## config.mk

```make
export PLATFORM = sky130hd
export DESIGN_NAME = mdu_issue
export DESIGN_NICKNAME = d
export VERILOG_FILES = /design/src/rtl/mdu_pkg.sv /design/src/rtl/mdu_issue_lat_cnt.sv /design/src/rtl/mdu_issue.sv
export SDC_FILE = /design/constraint.sdc
export NUM_CORES = 1
export LEC_CHECK = 0
export ABC_AREA = 1
export BUFFER_PORTS_ARGS = -buffer_cell sky130_fd_sc_hd__buf_2
export CORE_MARGIN = 5
export CORE_UTILIZATION = 38
export DETAILED_ROUTE_END_ITERATION = 8
export GPL_TIMING_DRIVEN = 0
export PLACE_DENSITY = 0.81
export SYNTH_ARGS = -nofsm -noshare
export SYNTH_HDL_FRONTEND = slang
export SYNTH_SLANG_ARGS = --single-unit
```

## constraint.sdc

```tcl
create_clock -name clk -period 1.3 [get_ports clk]
set_input_delay 0.325 -clock clk [delete_from_list [all_inputs] [get_ports clk]]
set_output_delay 0.325 -clock clk [all_outputs]
set_load 0.01 [all_outputs]
```

## src/rtl/mdu_pkg.sv

```systemverilog
`default_nettype none
// ============================================================================
//  Module  : mdu_pkg
//  Purpose : Shared definitions for the multiply/divide unit and its
//            pipeline-side issue logic: op codes, issue FSM state encoding
//            and default MDU latencies.
//  Ports   : none (package)
//  Rev     : 1.0  initial release
// ============================================================================
package mdu_pkg;

  // Op codes carried on the Op bus to the MDU
  localparam logic [3:0] MDU_NONE  = 4'd0;
  localparam logic [3:0] MDU_MULT  = 4'd1;
  localparam logic [3:0] MDU_MULTU = 4'd2;
  localparam logic [3:0] MDU_DIV   = 4'd3;
  localparam logic [3:0] MDU_DIVU  = 4'd4;
  localparam logic [3:0] MDU_MTHI  = 4'd7;
  localparam logic [3:0] MDU_MTLO  = 4'd8;

  // Busy window of the MDU after it samples an op
  localparam int MDU_MUL_LAT = 5;
  localparam int MDU_DIV_LAT = 10;

  // Issue FSM states
  typedef enum logic [1:0] {
    IDLE  = 2'd0,
    ISSUE = 2'd1,
    WAIT  = 2'd2
  } mdu_state_e;

  // Ops that leave the MDU busy for the multiply latency
  function automatic logic is_mul_op(input logic [3:0] op);
    return (op == MDU_MULT) || (op == MDU_MULTU);
  endfunction

  // Ops that leave the MDU busy for the divide latency (nonzero divisor)
  function automatic logic is_div_op(input logic [3:0] op);
    return (op == MDU_DIV) || (op == MDU_DIVU);
  endfunction

endpackage
`default_nettype wire

```

## src/rtl/mdu_issue_lat_cnt.sv

```systemverilog
`default_nettype none
// ============================================================================
//  Module  : mdu_lat_cnt
//  Purpose : Shadow counter mirroring the MDU busy window. Loaded once when a
//            request is issued, then counts down to zero.
//  Ports   : clk      - clock
//            reset    - asynchronous active-low reset
//            load     - load load_val this edge (has priority)
//            load_val - value to load
//            dec      - decrement this edge (saturates at zero)
//            cnt      - current count
//            zero     - cnt == 0
//  Rev     : 1.0  initial release
// ============================================================================
module mdu_lat_cnt #(
  parameter int W = 4
) (
  input  logic         clk,
  input  logic         reset,
  input  logic         load,
  input  logic [W-1:0] load_val,
  input  logic         dec,
  output logic [W-1:0] cnt,
  output logic         zero
);

  logic [W-1:0] r_cnt;

  always_ff @(posedge clk or negedge reset) begin
    if (!reset) begin
      r_cnt <= '0;
    end else if (load) begin
      r_cnt <= load_val;
    end else if (dec && (r_cnt != '0)) begin
      r_cnt <= r_cnt - W'(1);
    end
  end

  assign cnt  = r_cnt;
  assign zero = (r_cnt == '0);

endmodule
`default_nettype wire

```

## src/rtl/mdu_issue.sv

```systemverilog
`default_nettype none
// ============================================================================
//  Module  : mdu_issue
//  Purpose : E-stage initiator for the multiply/divide unit. Registers an MDU
//            request for one cycle, drives Op/A/B, shadows the MDU busy
//            window, stalls the pipeline on hazards and returns hi/lo data.
//            Build option MDU_ISSUE_CHECK_EN enables a sticky protocol check
//            of mdu_busy against the shadow counter (proto_err); otherwise
//            proto_err is tied low.
//  Ports   : clk, reset (async active-low)
//            e_valid, e_op, e_rd_hi, e_rd_lo, e_a, e_b, e_flush - E stage
//            req_kill  - cancel the registered request (flushed in M)
//            stall     - freeze F/D/E
//            rd_data   - hi/lo read data for mfhi/mflo
//            mdu_op, mdu_a, mdu_b - request to the MDU
//            mdu_busy, mdu_hi, mdu_lo - MDU status and results
//            proto_err - sticky busy-window mismatch
//  Rev     : 1.0  initial release
// ============================================================================
module mdu_issue
  import mdu_pkg::*;
#(
  parameter int MUL_LAT = MDU_MUL_LAT,
  parameter int DIV_LAT = MDU_DIV_LAT
) (
  input  logic        clk,
  input  logic        reset,
  input  logic        e_valid,
  input  logic [3:0]  e_op,
  input  logic        e_rd_hi,
  input  logic        e_rd_lo,
  input  logic [31:0] e_a,
  input  logic [31:0] e_b,
  input  logic        e_flush,
  input  logic        req_kill,
  output logic        stall,
  output logic [31:0] rd_data,
  output logic [3:0]  mdu_op,
  output logic [31:0] mdu_a,
  output logic [31:0] mdu_b,
  input  logic        mdu_busy,
  input  logic [31:0] mdu_hi,
  input  logic [31:0] mdu_lo,
  output logic        proto_err
);

  localparam int CNT_W = $clog2(((MUL_LAT > DIV_LAT) ? MUL_LAT : DIV_LAT) + 1);

  mdu_state_e       r_state, w_next;
  logic [3:0]       r_req_op;
  logic [31:0]      r_req_a, r_req_b;
  logic [CNT_W-1:0] w_cnt, w_load_val;
  logic             w_cnt_zero, w_load, w_dec;
  logic             w_use, w_hazard, w_accept;

  assign w_use    = e_valid & ((e_op != MDU_NONE) | e_rd_hi | e_rd_lo);
  assign w_hazard = (r_state != IDLE) | mdu_busy;
  // stall deliberately ignores e_flush to keep it off the flush timing path
  assign stall    = w_use & w_hazard;
  assign w_accept = e_valid & (e_op != MDU_NONE) & ~w_hazard & ~e_flush;

  assign rd_data = e_rd_hi ? mdu_hi : (e_rd_lo ? mdu_lo : 32'd0);
  assign mdu_a   = r_req_a;
  assign mdu_b   = r_req_b;

  // Busy window the MDU will enter when it samples the registered request
  always_comb begin
    w_load_val = '0;
    if (!req_kill) begin
      if (is_mul_op(r_req_op)) begin
        w_load_val = CNT_W'(MUL_LAT);
      end else if (is_div_op(r_req_op) && (r_req_b != 32'd0)) begin
        w_load_val = CNT_W'(DIV_LAT);
      end
    end
  end

  always_comb begin
    w_next = r_state;
    w_load = 1'b0;
    w_dec  = 1'b0;
    mdu_op = MDU_NONE;
    unique case (r_state)
      IDLE: begin
        if (w_accept) w_next = ISSUE;
      end
      ISSUE: begin
        mdu_op = req_kill ? MDU_NONE : r_req_op;
        w_load = 1'b1;
        w_next = (w_load_val != '0) ? WAIT : IDLE;
      end
      WAIT: begin
        w_dec = 1'b1;
        // exit on the 1->0 transition; zero is a defensive escape
        if ((w_cnt == CNT_W'(1)) || w_cnt_zero) w_next = IDLE;
      end
      default: w_next = IDLE;
    endcase
  end

  always_ff @(posedge clk or negedge reset) begin
    if (!reset) begin
      r_state  <= IDLE;
      r_req_op <= MDU_NONE;
      r_req_a  <= 32'd0;
      r_req_b  <= 32'd0;
    end else begin
      r_state <= w_next;
      if (r_state == ISSUE) begin
        r_req_op <= MDU_NONE;
      end else if (w_accept) begin
        r_req_op <= e_op;
        r_req_a  <= e_a;
        r_req_b  <= e_b;
      end
    end
  end

  mdu_lat_cnt #(
    .W (CNT_W)
  ) u_lat_cnt (
    .clk      (clk),
    .reset    (reset),
    .load     (w_load),
    .load_val (w_load_val),
    .dec      (w_dec),
    .cnt      (w_cnt),
    .zero     (w_cnt_zero)
  );

`ifdef MDU_ISSUE_CHECK_EN
  logic r_proto_err;

  // In ISSUE the MDU has not yet sampled the op, so busy is not comparable
  always_ff @(posedge clk or negedge reset) begin
    if (!reset) begin
      r_proto_err <= 1'b0;
    end else if ((r_state != ISSUE) && (mdu_busy != ~w_cnt_zero)) begin
      r_proto_err <= 1'b1;
    end
  end

  assign proto_err = r_proto_err;
`else
  assign proto_err = 1'b0;
`endif

endmodule
`default_nettype wire

```

======== Yosys cells after proc, flatten, opt, wreduce, memory -nomap -nowiden ========
Index checks and enable logic that the tools add are counted.
cells by class
  add/subtract/negate cells ............... 1
  equality and inequality tests ........... 9
  multiplexer cells ....................... 17
  bitwise gates (word level) .............. 11
  reductions and logical operators ........ 16
operator list
  operator             count
  $mux 32              2
  $mux 4               9
  $reduce_bool 32->1   1
  $reduce_bool 4->1    3
  $eq 4x1->1 const B   2
  $eq 4x2->1 const B   2
  $mux 2               3
  $pmux 2 s3           1
  $reduce_bool 2->1    3
  $and 1x1->1          5
  $eq 4x3->1 const B   1
  $logic_not 4->1      1
  $ne 2x2->1 const B   2
  $reduce_and 2->1     2
  $sub 4x1->4 const B  1
  $logic_or 1x1->1     3
  $not 1->1            3
  $or 1x1->1           3
  $eq 2x1->1 const B   1
  $eq 2x2->1 const B   1
  $logic_and 1x1->1    2
  $logic_not 2->1      1
  $mux 1               2
word-level totals
  flip-flop bits (word level) ............. 74
  input port bits ......................... 140
  output and inout port bits .............. 102
  word-level logic and storage cells ...... 59

======== Longest topological paths before layout ========
Gate-level depths: netlist of run 1.
  word-level depth ........................ 9
  gate-level depth with buffers ........... 8
  gate-level depth less buffers ........... 8

======== By module ========
Synthesis of run 1 repeated with hierarchy kept, for this count alone.
second synthesis, totals
  cell total of the unflattened synthesis .. 512
  area total of the unflattened synthesis .. 3,666.0 sq um
modules (own cells, without submodules)
  module       instances  cells an instance  area an instance (sq um)  seq. area each (sq um)
  mdu_issue    1          466                3,370.7                   1,751.7
  mdu_lat_cnt  1          46                 295.3                     100.1

======== Worst setup path after synthesis of run 1 ========
No wires, ideal clock.
  path type ............................... input -> output
  start ................................... in e_rd_hi
  end ..................................... out rd_data[10]
  arrival time ............................ 1.047 ns
  required time ........................... 0.975 ns
  path slack .............................. -0.072 ns
  stages on the path ...................... 5
  path buffers ............................ 2
  cells stage by stage .................... clkbuf_1 inv_1 clkbuf_1 nand3_1 nand2_1
between the ends
  longest elaborated chain between the ends .. 1
RTL lines
  what         RTL line         text
  from (decl)  mdu_issue.sv:30  input logic e_rd_hi,
  $mux 32      mdu_issue.sv:62  assign rd_data = e_rd_hi ? mdu_hi : (e_rd_lo ? mdu_lo : 32'd0);
  to (decl)    mdu_issue.sv:37  output logic [31:0] rd_data,
No other way between the ends.

======== Worst setup path in the final report of run 1 ========
  start ................................... reg r_state[1]
  end ..................................... out mdu_op[0]
between the ends
  longest elaborated chain between the ends .. 2
RTL lines
  what                    RTL line          text
  from (decl)             mdu_issue.sv:49   mdu_state_e r_state, w_next;
  from (signal assigned)  mdu_issue.sv:108  r_state <= w_next;
  $eq 2x1->1              mdu_issue.sv:83   unique case (r_state)
  $mux 4                  mdu_issue.sv:83
  to (decl)               mdu_issue.sv:38   output logic [3:0] mdu_op,
No other way between the ends.

==> results by group, run 1 <==
Drt
  • DR pass1 iterations: 5
  • Detailed-route via count: about 4400
  • Routed vias/inst: between 4 and 5
  • Post-route ant nets: 0
  • Drt total wl: between 15000 and 20000 um
  • Wire length per cell: about 17 um
  • # DRC: 0
  • DRT iter0 DRCs: 210

Hold path
  • Worst Hold Endpoint: mdu_a[27]
  • Hold crit path type: in2reg
  • Worst Hold Launch: e_a[27]
  • Hold Path Depth: 3

STA
  • Max Fclk: a little over 0.6 GHz
  • Slew Limit Fails: 0
  • Hold WS: roughly 0.17 ns
  • Setup Skew: roughly 0.011 ns
  • Min Tclk post-route: around 1.6 ns
  • Setup slack after layout: -0.308 ns
  • Final period util: 124%
  • Final Hold Fails: 0
  • Final-report setup violation count: between 70 and 80
  • Setup TNS: -12.33 ns
  • RSZ-0062 raised after global routing: true

Worst setup path
  • CP required: slightly below 1 ns
  • R2r endpoint: mdu_a[29]
  • Crit Path Max Fanout: 5
  • Crit path cell chain: inv_2 -> nand2_4 -> nor2_4 -> inv_2 -> nor2_1 -> buf_2
  • Element type at the critical path end: primary output
  • Cell mode on critical path: inv_2
  • R2R cell count: 7
  • Worst reg-to-reg setup slack: -0.20 ns
  • Worst R2R Start: r_state[1]
  • Worst path slowest cell: dfrtp_1
  • CP max stage delay: between 0.4 and 0.5 ns
  • CP arrival: 1.28 ns
  • Crit path launch type: register
  • Crit Path Category: reg2out

Final layout
  • Layout cell share with drive strength beyond 1: 58.0%
  • FF+latch area: ~1900 um^2
  • Area of the multi-input gates: roughly 2000 um^2
  • Most frequent cells in the layout: 229 x buf_2, 172 x nand2_1, 79 x nand2_2
  • Layout area overhead: 78.7%
  • Ant. Diodes: 0
  • Nets: approximately 900
  • Commonest non-fill, non-tap cell in the layout: buf_2
  • Fillers: 691

Place
  • Routability cong.: between 0.8 and 0.9
  • Number of port buffers: between 200 and 250
  • Post-DP HPWL: 9860 um

Synth
  • Synthesized flop and latch total: 74
  • Synth top area share: slightly above 50%
  • Synth area leader: dfrtp_1
  • Synth warn: 0
  • Mapped Cells: slightly below 500
  • Netlist cell types: 22
  • Synth area leaders: dfrtp_1 52%, nand2_1 29%, nand3_1 5.0%, nor2_1 3.5%, inv_1 1.9%
  • Syn nets: 630
  • Post-Syn Area: roughly 3600 um^2
  • Sequential cell area fraction in the yosys report: between 50% and 60%
  • Avg Cell Area, Syn: roughly 7.3 um^2

Outcome
  • Failing checks: setup timing
  • Outcome: finished, violations left

Clock tree
  • TritonCTS clock tree: built
  • CTS Buf Count: 9
  • CTS root buf: clkbuf_8
  • Clock transition at the registers of the reported paths: about 0.09 ns
  • H-tree level count: 3
  • Clock Path Buffers: 2
  • Worst-Skew Late Latency: about 0.35 ns
  • CTS Sinks: 74

Power and ir drop
  • PwrDens: 1580 nW/um^2
  • Maximum vdd drop: ~0.0011 V
  • Leakage: around 3.7 nW

Floorplanning
  • Die ar.: ~11000 um^2
  • Starting density of the core: between 30% and 40%
  • Die Height: 107 um
  • Io pins: roughly 240
  • Row Count: 35
  • Core footprint: a little over 9000 um^2
  • Die width: 107 um

Global route
  • Vias in the first global route: 4105
  • Initial antenna violation count: 0
  • Grt ovf: 0
  • First-pass GRT wire length: between 15000 and 20000 um
  • Largest net degree at the start of global routing: 48
  • Gr usage total: a little over a fifth

Flow run
  • Maxcap violations: 0
-- worst max-delay path by stage --
stage	from	to	slack, ns	depth (start not counted)
after floorplan	e_rd_lo	rd_data[10]	-0.01	4
after global placement	reset	mdu_b[20]	-0.55	1
after detailed placement	r_state[0]	mdu_b[9]	-0.35	6
after CTS	r_state[0]	mdu_b[9]	-0.36	6
after global routing	r_state[1]	mdu_op[0]	-0.41	6
final	r_state[1]	mdu_op[0]	-0.31	6
-- report_power, final --
group	internal (W)	switching, W	leakage (nW)	total [W]
Combinational	0.00198	0.00238	2.70	0.00436
Sequential	0.00317	0.000686	0.932	0.00386
Clock	0.000909	0.000963	0.0939	0.00187
-- worst max-delay path, delay by kind of cell, from the launching register on --
kind | cells | cell delay (ns)
flops | 1 | 0.42
buf+inv | 3 | 0.29
simple gates | 3 | 0.23
-- layout make-up --
| type | count | share of cell area, % |
|---|---|---|
| Multi-Input combinational cell | 369 | 31.6 |
| Sequential cell | 74 | 29.0 |
| Timing Repair Buffer | 270 | 27.5 |
| Buffer | 24 | 5.30 |
| Tap cell | 111 | 2.17 |
| Clock buffer | 10 | 2.00 |
| Inverter | 19 | 1.39 |
| Clock inverter | 6 | 1.12 |
-- routing by layer --
metal | up-vias | share of wire [%] | GRT usage [%]
li1 | 2068 | - | -
met1 | 2043 | 38 | 25.6
met2 | 228 | 50 | 36.7
met3 | 40 | 8.6 | 6.38
met4 | 0 | 3.6 | 9.32
met5 | - | 0 | 0
-- metrics by stage --
stage | util (%) | total power [W] | cell area, um^2 | instances | setup slack, ns
after floorplan | - | 0.00559 | 3590 | 488 | -0.0123
after global placement | 53.5 | 0.00709 | 4920 | 837 | -0.547
after detailed placement | 53.8 | 0.00720 | 4950 | 838 | -0.351
after CTS | 59.3 | 0.00923 | 5460 | 862 | -0.362
after global routing | 69.6 | 0.0107 | 6400 | 883 | -0.406
final | 69.6 | 0.0101 | 6400 | 883 | -0.308
-- repair_timing --
item	CTS	global route
gates cloned	3	11
gates resized for setup	74	200
setup buffers	4	13
endpoints found under the hold margin	27	0
setup endpoints to repair	111	105
hold buffers	1	0
pin swaps	13	51
-- sequential cells by signal (all words and copies together), names as in the netlist --
name	cells
r_req_op	4
u_lat_cnt.cnt	4
mdu_b	32
mdu_a	32
r_state	2
-- cell usage after synthesis --
cell,instances
a21oi_1,4
a22oi_1,1
a31o_2,1
buf_2,3
buf_4,1
buf_6,6
clkbuf_1,16
conb_1,1
dfrtp_1,74
ha_1,2
inv_1,18
inv_2,1
nand2_1,274
nand3_1,36
nand3_2,1
nand4_1,4
nor2_1,33
nor3_1,2
nor3_2,1
o21ai_0,4
o22ai_1,4
xnor2_1,1
-- cell families (layout without fill, tap and decap cells) --
family          Yosys count  in the layout  share of synthesized area, %
xor+xnor                  1              1                         0.245
flops                    74             74                          51.7
simple gates            351            351                          38.8
buf+inv                  45            329                          6.19
compound gates           14             14                          2.27
fa+ha+maj                 2              2                         0.699
other cells               1              1                         0.105
No activity file was read; power rests on OpenSTA's default activity.
==> inputs of run 2 (changes only) <==
- CORE_UTILIZATION: 38 -> 42
- PLACE_DENSITY: 0.81 -> 0.85
- clock period: 1.3 -> 1.79 ns (I/O delays scaled with it)
==> run 2 against run 1 <==
Net effect: die area decreased by 8.7%; non-clock buffer count down 29; critical path type unchanged; worst hold slack better by 0.077 ns; clock-buffer cell count did not move; setup slack improved by 0.37 ns; cell count fell by 4.0%; the run now ends clean; clock power is 30% lower; sequential power down 28%; combinational power is 44% lower.
==> results by group, run 2 (synthesis gave the netlist of run 1 again) <==
Power and ir drop
  • Maximum vdd drop: roughly 0.00075 V
  • PwrDens: between 1000 and 1500 nW/um^2
  • Gate power share: 37.7%
  • Total net switching power: 0.00251 W
  • Total power: around 0.0065 W
  • Cell-internal power: between 0.004 and 0.005 W
  • Clock Power Share: between 20% and 30%
  • Switching fraction of total power: around two fifths
  • Leakage: between 3 and 4 nW
  • Sequential power share: a little over two fifths

Place
  • Number of port buffers: 238
  • DP Worst Slack: -0.132 ns
  • Post-DP HPWL: about 10000 um
  • Routability cong.: 0.915

Drt
  • Post-route ant nets: 0
  • Routed vias/inst: 4.81
  • Drt total wl: approximately 12000 um
  • DR pass1 iterations: 4
  • # DRC: 0
  • DRT iter0 DRCs: 162
  • Detailed-route via count: between 4000 and 5000
  • Wire length per cell: ~15 um

Final layout
  • Layout cell share with drive strength beyond 1: 38.1%
  • Ant. Diodes: 0
  • Most frequent cells in the layout: 273 x nand2_1, 241 x buf_2, 74 x dfrtp_1
  • Layout area overhead: 43.7%
  • Nets: between 800 and 900
  • Fillers: around 750
  • Commonest non-fill, non-tap cell in the layout: nand2_1
  • Final core utilization: ~62%

Worst setup path
  • CP required: ~1.3 ns
  • R2R cell count: 6
  • R2r endpoint: mdu_b[7]
  • Worst R2R Start: r_state[0]
  • Worst reg-to-reg setup slack: ~0.12 ns
  • Crit path to: mdu_op[3]
  • CP max stage delay: approximately 0.40 ns
  • CP Launch Point: r_state[1]
  • CP delay by family, top: flip-flops
  • CP arrival: between 1 and 1.5 ns
  • Crit Path Category: reg2out
  • CP bufs+invs: 3
  • Cell mode on critical path: inv_2
  • Crit path launch type: register
  • Crit path cell chain: inv_2 -> nand2_2 -> nor2_4 -> inv_2 -> nor2_1 -> buf_2
  • Element type at the critical path end: primary output
  • Crit Path Max Fanout: 5
  • Worst path slowest cell: dfrtp_1
  • WP depth: 6

Clock tree
  • CTS root buf: clkbuf_8
  • CTS Buf Count: 9
  • TritonCTS clock tree: built
  • Clock Path Buffers: 2
  • CTS Sinks: 74
  • H-tree level count: 3
  • Worst-Skew Late Latency: approximately 0.33 ns
  • Clock transition at the registers of the reported paths: 0.08 ns

STA
  • Min Tclk post-route: 1.73 ns
  • Slew margin rel.: around 40%
  • Final-report setup violation count: 0
  • RSZ-0062 raised after global routing: true
  • Max Fclk: just under 0.6 GHz
  • Final period util: 96.6%
  • Worst Max-Slew Pin Slew: 0.912 ns
  • Slew Limit Fails: 0
  • Setup slack after layout: 0.0601 ns
  • Final Hold Fails: 0
  • Setup Skew: 0.00708 ns
  • Setup TNS: 0 ns
  • Hold WS: ~0.24 ns

Floorplanning
  • Starting density of the core: 43.3%
  • Io pins: 242
  • Die ar.: about 10000 um^2
  • Die Height: 102 um
  • Die width: approximately 100 um
  • Core footprint: 8260 um^2
  • Row Count: 33

Global route
  • Gr usage total: between 20% and 30%
  • First-pass GRT wire length: between 15000 and 20000 um
  • Initial antenna violation count: 0
  • Grt ovf: 0
  • Largest net degree at the start of global routing: 75
  • Vias in the first global route: 4074

Outcome
  • Outcome: finished, final reports clean

Flow run
  • Maxcap violations: 0

Hold path
  • Hold crit path type: in2async
-- run 2: changes by cell type in the layout (fill, tap and decap cells not counted), moves of 8 or more --
cell       change
nand2_1      +101
nand2_2       -78
nand2_4       -23
buf_6         -16
buf_2         +12
buf_8         -12
clkbuf_16     -12
nand3_1       +12
nand3_2       -11
buf_4          -8
-- run 2: timing repair --
item                       4_1_cts  5_1_grt
setup buffers                    1        0
setup endpoints to repair       35       27
gates resized for setup         12        9
pin swaps                        1        0
hold buffers                     0        0
-- run 2: worst min path at each step --
stage                            to       from  slack [ns]
after detailed placement  mdu_a[30]  mdu_a[30]        0.46
after CTS                  mdu_a[0]      reset        0.28
after floorplan            mdu_a[0]      reset        0.15
after global routing      mdu_b[30]    e_b[30]        0.30
final                     mdu_a[13]      reset        0.24
after global placement     mdu_a[3]   mdu_a[3]        0.46
-- run 2: through the flow --
step / std cells / area, um^2
2_1_floorplan: 488 / 3580
3_3_place_gp: 831 / 4900
3_5_place_dp: 831 / 4900
4_1_cts: 848 / 5130
5_1_grt: 848 / 5140
6_report: 848 / 5140
-- run 2: metal layers --
layer / track usage, % / routed length, um / vias up
met2: 42.9 / 6500 / 198
met1: 24.1 / 4460 / 1871
li1: - / - / 1995
met5: 0 / 0 / -
met3: 6.42 / 1310 / 18
met4: 8.07 / 195 / 0
-- run 2: layout make-up --
class	instances	area, um^2	share of cell area [%]
Tap cell	105	131	2.55
Timing Repair Buffer	239	1200	23.4
Sequential cell	74	1850	36.0
Multi-Input combinational cell	369	1520	29.5
Buffer	26	168	3.26
Inverter	19	71.3	1.39
Clock inverter	6	65.1	1.27
Clock buffer	10	138	2.68
-- run 2: power groups by stage --
stage	combinational, W	clock [W]	sequential, W
final	0.00246	0.00131	0.00276
after global routing	0.00276	0.00141	0.00284
after CTS	0.00249	0.00134	0.00274
after detailed placement	0.00248	0	0.00275
after global placement	0.00240	0	0.00272
after floorplan	0.00109	0	0.00297
